## src/rtl/pwm_output_stage_if.sv

```systemverilog
// Register-side bundle for the PWM output stage: enable/duty levels in,
// registered pin drive and period marker out.
interface pwm_output_stage_if;
  logic [7:0]  en_reg_out_7_0;
  logic [7:0]  en_reg_out_15_8;
  logic [7:0]  en_reg_pwm_7_0;
  logic [7:0]  en_reg_pwm_15_8;
  logic [7:0]  pwm_duty_cycle;
  logic [15:0] out;
  logic        period_start;

  // Register block side: drives the control levels, observes the pins.
  modport master (
    output en_reg_out_7_0, en_reg_out_15_8, en_reg_pwm_7_0, en_reg_pwm_15_8,
    output pwm_duty_cycle,
    input  out, period_start
  );

  // Output stage side.
  modport slave (
    input  en_reg_out_7_0, en_reg_out_15_8, en_reg_pwm_7_0, en_reg_pwm_15_8,
    input  pwm_duty_cycle,
    output out, period_start
  );
endinterface

```

## src/rtl/pwm_output_stage.sv

```systemverilog
// PWM output stage: one shared prescaled 0..254 counter, a double-buffered
// duty compare, and a per-pin mux selecting off / static high / PWM.

// Per-pin drive select; combinational, the top registers the whole bus.
module pwm_pin_lane (
  input  logic en_out,
  input  logic en_pwm,
  input  logic pwm,
  output logic drive
);
  // Disabled pins are low; enabled pins are high unless PWM mode picks the wave.
  always_comb begin
    drive = en_out & (~en_pwm | pwm);
  end
endmodule

module pwm_output_stage #(
  parameter int unsigned PRESCALE = 1
) (
  input  logic                clk,
  input  logic                rst,
  pwm_output_stage_if.slave   bus
);
  localparam int unsigned NUM_LANES = 16;
  localparam logic [15:0] PRE_LAST  = 16'(PRESCALE - 1);
  localparam logic [7:0]  CNT_LAST  = 8'd254;

  logic [15:0] pre_cnt_q, pre_cnt_d;
  logic [7:0]  pwm_cnt_q, pwm_cnt_d;
  logic [7:0]  duty_sh_q, duty_sh_d;
  logic [NUM_LANES-1:0] out_q, out_d;
  logic        period_start_q, period_start_d;

  logic        step;
  logic        wrap;
  logic        pwm;
  logic [NUM_LANES-1:0] en_out;
  logic [NUM_LANES-1:0] en_pwm;
  logic [NUM_LANES-1:0] lane_drive;

  // Flatten the byte-wide enable registers into per-pin vectors.
  always_comb begin
    en_out = {bus.en_reg_out_15_8, bus.en_reg_out_7_0};
    en_pwm = {bus.en_reg_pwm_15_8, bus.en_reg_pwm_7_0};
  end

  // Prescaler, period counter and duty shadow next-state. The shadow only
  // reloads on the 254->0 wrap so a period never sees a partial duty.
  always_comb begin
    step      = (pre_cnt_q == PRE_LAST);
    wrap      = step && (pwm_cnt_q == CNT_LAST);
    pre_cnt_d = step ? 16'd0 : pre_cnt_q + 16'd1;
    pwm_cnt_d = pwm_cnt_q;
    if (step) pwm_cnt_d = wrap ? 8'd0 : pwm_cnt_q + 8'd1;
    duty_sh_d = wrap ? bus.pwm_duty_cycle : duty_sh_q;
    // The counter never reaches 255, so duty 255 is a solid high.
    pwm       = (pwm_cnt_q < duty_sh_q);
  end

  genvar gi;
  generate
    for (gi = 0; gi < NUM_LANES; gi++) begin : g_lane
      pwm_pin_lane u_lane (
        .en_out (en_out[gi]),
        .en_pwm (en_pwm[gi]),
        .pwm    (pwm),
        .drive  (lane_drive[gi])
      );
    end
  endgenerate

  // Output bus and period marker next-state; enables act on the next edge.
  always_comb begin
    out_d          = lane_drive;
    period_start_d = wrap;
  end

  // State registers; reset overrides a coincident wrap.
  always_ff @(posedge clk) begin
    if (rst) begin
      pre_cnt_q      <= '0;
      pwm_cnt_q      <= '0;
      duty_sh_q      <= '0;
      out_q          <= '0;
      period_start_q <= 1'b0;
    end else begin
      pre_cnt_q      <= pre_cnt_d;
      pwm_cnt_q      <= pwm_cnt_d;
      duty_sh_q      <= duty_sh_d;
      out_q          <= out_d;
      period_start_q <= period_start_d;
    end
  end

  assign bus.out          = out_q;
  assign bus.period_start = period_start_q;
endmodule

```

## src/flat_wrapper.sv

```systemverilog
// flat-port wrapper written by rule: the top's interface ports become plain ports
module pwm_output_stage_flat 
#(
  parameter int unsigned PRESCALE = 1
)
  (clk, rst, bus_en_reg_out_7_0, bus_en_reg_out_15_8, bus_en_reg_pwm_7_0, bus_en_reg_pwm_15_8, bus_pwm_duty_cycle, bus_out, bus_period_start);
  pwm_output_stage_if bus_i ();
  input  logic clk;
  input  logic rst;
  input wire logic [$bits(bus_i.en_reg_out_7_0)-1:0] bus_en_reg_out_7_0;
  input wire logic [$bits(bus_i.en_reg_out_15_8)-1:0] bus_en_reg_out_15_8;
  input wire logic [$bits(bus_i.en_reg_pwm_7_0)-1:0] bus_en_reg_pwm_7_0;
  input wire logic [$bits(bus_i.en_reg_pwm_15_8)-1:0] bus_en_reg_pwm_15_8;
  input wire logic [$bits(bus_i.pwm_duty_cycle)-1:0] bus_pwm_duty_cycle;
  output wire logic [$bits(bus_i.out)-1:0] bus_out;
  output wire logic [$bits(bus_i.period_start)-1:0] bus_period_start;
  assign bus_i.en_reg_out_7_0 = bus_en_reg_out_7_0;
  assign bus_i.en_reg_out_15_8 = bus_en_reg_out_15_8;
  assign bus_i.en_reg_pwm_7_0 = bus_en_reg_pwm_7_0;
  assign bus_i.en_reg_pwm_15_8 = bus_en_reg_pwm_15_8;
  assign bus_i.pwm_duty_cycle = bus_pwm_duty_cycle;
  assign bus_out = bus_i.out;
  assign bus_period_start = bus_i.period_start;
  pwm_output_stage #(.PRESCALE(PRESCALE)) u_core (.clk(clk), .rst(rst), .bus(bus_i));
endmodule
```

## config.mk

```make
export PLATFORM = sky130hd
export DESIGN_NAME = pwm_output_stage_flat
export DESIGN_NICKNAME = d
export VERILOG_FILES = /design/src/rtl/pwm_output_stage_if.sv /design/src/rtl/pwm_output_stage.sv /design/src/flat_wrapper.sv
export SDC_FILE = /design/constraint.sdc
export NUM_CORES = 1
export LEC_CHECK = 0
export CORE_ASPECT_RATIO = 0.75
export CORE_UTILIZATION = 48
export DETAILED_ROUTE_END_ITERATION = 6
export GPL_ROUTABILITY_DRIVEN = 0
export PLACE_DENSITY = 0.76
export RECOVER_POWER = 25
export SLEW_MARGIN = 20
export SYNTH_ARGS = -nofsm -noshare
export SYNTH_HDL_FRONTEND = slang
export SYNTH_SLANG_ARGS = --single-unit
```

## constraint.sdc

```tcl
create_clock -name clk -period 2.5 [get_ports clk]
set_input_delay 0.375 -clock clk [delete_from_list [all_inputs] [get_ports clk]]
set_output_delay 0.375 -clock clk [all_outputs]
set_load 0.01 [all_outputs]
```

==> qor.csv <==
metric,value,unit
run status,finished clean,
min-delay worst type,flip-flop to flip-flop,
internal power consumption,0.00110,W
CTS tree,yes,
RR Startpoint,u_core.pre_cnt_q[0],
met2 usage,29.8,%
slack of the critical path,0.460,ns
Synth Area in Adders,6.11,%
"Slew Viols, Final",0,
clock share of power,31.5,%
Total Die Area,4970,um2
Gate power share,11.4,%
worst clock skew,0.00954,ns
final setup TNS,0,ns
"EDFF count, synth",0,
setup bufs post-CTS,0,
simple-gate share of the synthesized area,24.4,%
diode count,0,
Cell variety after synth,39,
YS warnings,0,
clock-pin slew on the worst setup and hold paths,0.09,ns
global route overflow,0,
FMAX,490,MHz
Port Buffer Count,58,
Netlist Area Pre-Place,2250,um2
Sink Count,49,
"Seq/Total Area, Yosys",43.6,%
worst flop-to-flop path endpoint,u_core.pre_cnt_q[13],
Longest Clk Path Bufs,2,
Tcrit/Tclk final,81.6,%
# setup viols final,0,
Compound-Gate Fraction of Synth Area,13.9,%
I/O pin count,59,
layer with the highest usage,met2,
crit end category,flip-flop,
Placed Area,2840,um2
Crit path required time,2.67,ns
Synth area leaders,"dfxtp_1 (44%), a21oi_1 (8.0%), ha_1 (6.1%)",
Initial Util,50.1,%
root buf cell,clkbuf_8,
met1 Usage GRT,27.7,%
wire per inst,13.0,um
DP HPWL,3470,um
ys async rst share,0,%
Hold EP,u_core.pre_cnt_q[0],
initial antenna violation count,0,
Total Nets Final,358,
origin of the worst min-delay path,u_core.pre_cnt_q[0],
peak supply drop,333,uV
drc violations,0,
Die Width,81.1,um
pre-CTS setup slack,0.498,ns
Synth area leader,dfxtp_1,
number of global-route vias before repair,1706,
Critical Path Start Type,flip-flop,
Synth Register Bits,49,
main flop type after synthesis,dfxtp_1,
PwrDens,487,nW/um2
worst setup path class,flip-flop to flip-flop,
"Avg Cell Area, Syn",8.87,um2
first-pass GRT wire length,7650,um
Psw,0.000321,W
latest clock arrival within the worst-skew pair,0.30,ns
share of cells above drive strength 1,4.90,%
Fin. Hold Viols,0,
Hold Crit Depth,1,
Flop pwr share,57.1,%
post-route ant nets,0,
Pwr Total,0.00142,W
most frequent cells after synthesis,"dfxtp_1 (49), a21oi_1 (36), nand2b_1 (17), nor2_1 (17)",
Switching Share,22.6,%
Post-CTS Hold Buffers,0,
Arrival @ worst endpoint,2.21,ns
"Net Count, Synth",307,
Iteration-0 DRC Markers,99,
xor-xnor portion of the synthesized cell area,5.44,%
Reg2Reg Setup Slack,0.46,ns
Slew headroom,64.7,%
largest net degree at the start of global routing,34,
DR vias/cell,5.34,
Reg2Reg Depth,6,
multiplexer share of the synthesized area,0,%
Die Ht,61.3,um
most common cell in the netlist,dfxtp_1,
Final min period,2.04,ns
placement row count,21,
H-Tree Depth,2,
Pre-Repair DR Iteration Count,4,
Yosys top cell area share,43.6,%
post-route cell area,2920,um2
Gate Count Post-Synth,254,
Static Leak,1.07,nW
GRT Resource Usage Total,20.6,%
TritonCTS Buffers,5,
number of cells upsized or downsized after cts,0,
routed via count,1937,
MaxCap Viol Count,0,
Worst Path Max Fanout,16,
M3 GR Usage,9.33,%
worst-margin pin slew,0.529,ns
largest family of logic cells by synthesized area,simple AND/OR/NAND/NOR gates,
Syn-to-layout area delta,29.8,%
core outline area,4490,um2
DRT Wirelength,4710,um
unrepaired setup endpoints after global routing,false,
-- critical path, stage by stage (launching register included) --
cell and delay [ns]:
dfxtp_1 0.35, inv_1 0.06, ha_1 0.13, nor3b_1 0.28, nand4_2 0.38, or2b_1 0.61, nor2_1 0.10
-- routing by layer --
layer	vias to the layer above	wire length, um
met1	875	2250
met4	0	23
li1	986	-
met5	-	0
met3	2	504
met2	74	1930
-- cell families after synthesis --
logic type      Yosys count
xor+xnor                 14
compound gates           57
simple gates             91
buf+inv                  32
flops                    49
fa+ha+maj                11
-- power groups by stage --
stage | Combinational [W] | Sequential (W) | Clock (W)
finish | 0.000163 | 0.000811 | 0.000448
detailed placement | 0.000169 | 0.000831 | 0
global route | 0.000180 | 0.000815 | 0.000498
global placement | 0.000168 | 0.000830 | 0
CTS | 0.000170 | 0.000812 | 0.000464
floorplan | 0.0000479 | 0.000837 | 0
-- flip-flops by register name (all words and copies together), names as in the netlist --
| name | count |
|---|---|
| u_core.bus.out | 16 |
| u_core.bus.period_start | 1 |
| u_core.pwm_cnt_q | 8 |
| u_core.duty_sh_q | 8 |
| u_core.pre_cnt_q | 16 |
-- per-stage QoR --
step           hold slack, ns  utilization, %  std cells
2_1_floorplan           0.438               -        254
3_3_place_gp            0.446            63.1        355
3_5_place_dp            0.469            63.1        355
4_1_cts                 0.486            65.1        363
5_1_grt                 0.515            65.1        363
6_report                0.484            65.1        363
-- layout by cell type (no fill, tap or decap), types with 2 or more instances in the layout --
cell / instances
a21oi_1: 36
and2_1: 2
and3_1: 4
and4_1: 5
buf_4: 3
clkbuf_8: 5
clkdlybuf4s50_1: 42
clkinvlp_4: 2
dfxtp_1: 49
dlygate4sd3_1: 16
ha_1: 11
inv_1: 15
nand2_1: 7
nand2b_1: 17
nand3_1: 15
nand4_1: 7
nor2_1: 17
nor3_1: 2
nor4_2: 2
o21ai_0: 11
o31ai_1: 2
or3_1: 2
or4_1: 3
xnor2_1: 4
xor2_1: 10
-- worst max path at each step --
stage / slack [ns] / from / end / depth (start not counted)
after global routing: 0.23 / u_core.pre_cnt_q[0] / u_core.pre_cnt_q[12] / 6
after CTS: 0.47 / u_core.pre_cnt_q[0] / u_core.pre_cnt_q[13] / 6
final: 0.46 / u_core.pre_cnt_q[0] / u_core.pre_cnt_q[13] / 6
after detailed placement: 0.50 / u_core.pre_cnt_q[0] / u_core.pre_cnt_q[13] / 6
after global placement: 0.54 / u_core.pre_cnt_q[0] / u_core.pre_cnt_q[15] / 6
after floorplan: 0.70 / u_core.pwm_cnt_q[0] / u_core.pwm_cnt_q[1] / 8
-- cell type report --
class | count | area (um2)
inverter | 15 | 56.3
clock buffer | 6 | 72.6
timing repair buffer | 61 | 603
sequential | 49 | 981
tap | 57 | 71.3
fill | 384 | 1570
clock inverter | 2 | 15.0
multi-input combinational | 173 | 1120
No activity file was read; power rests on OpenSTA's default activity.
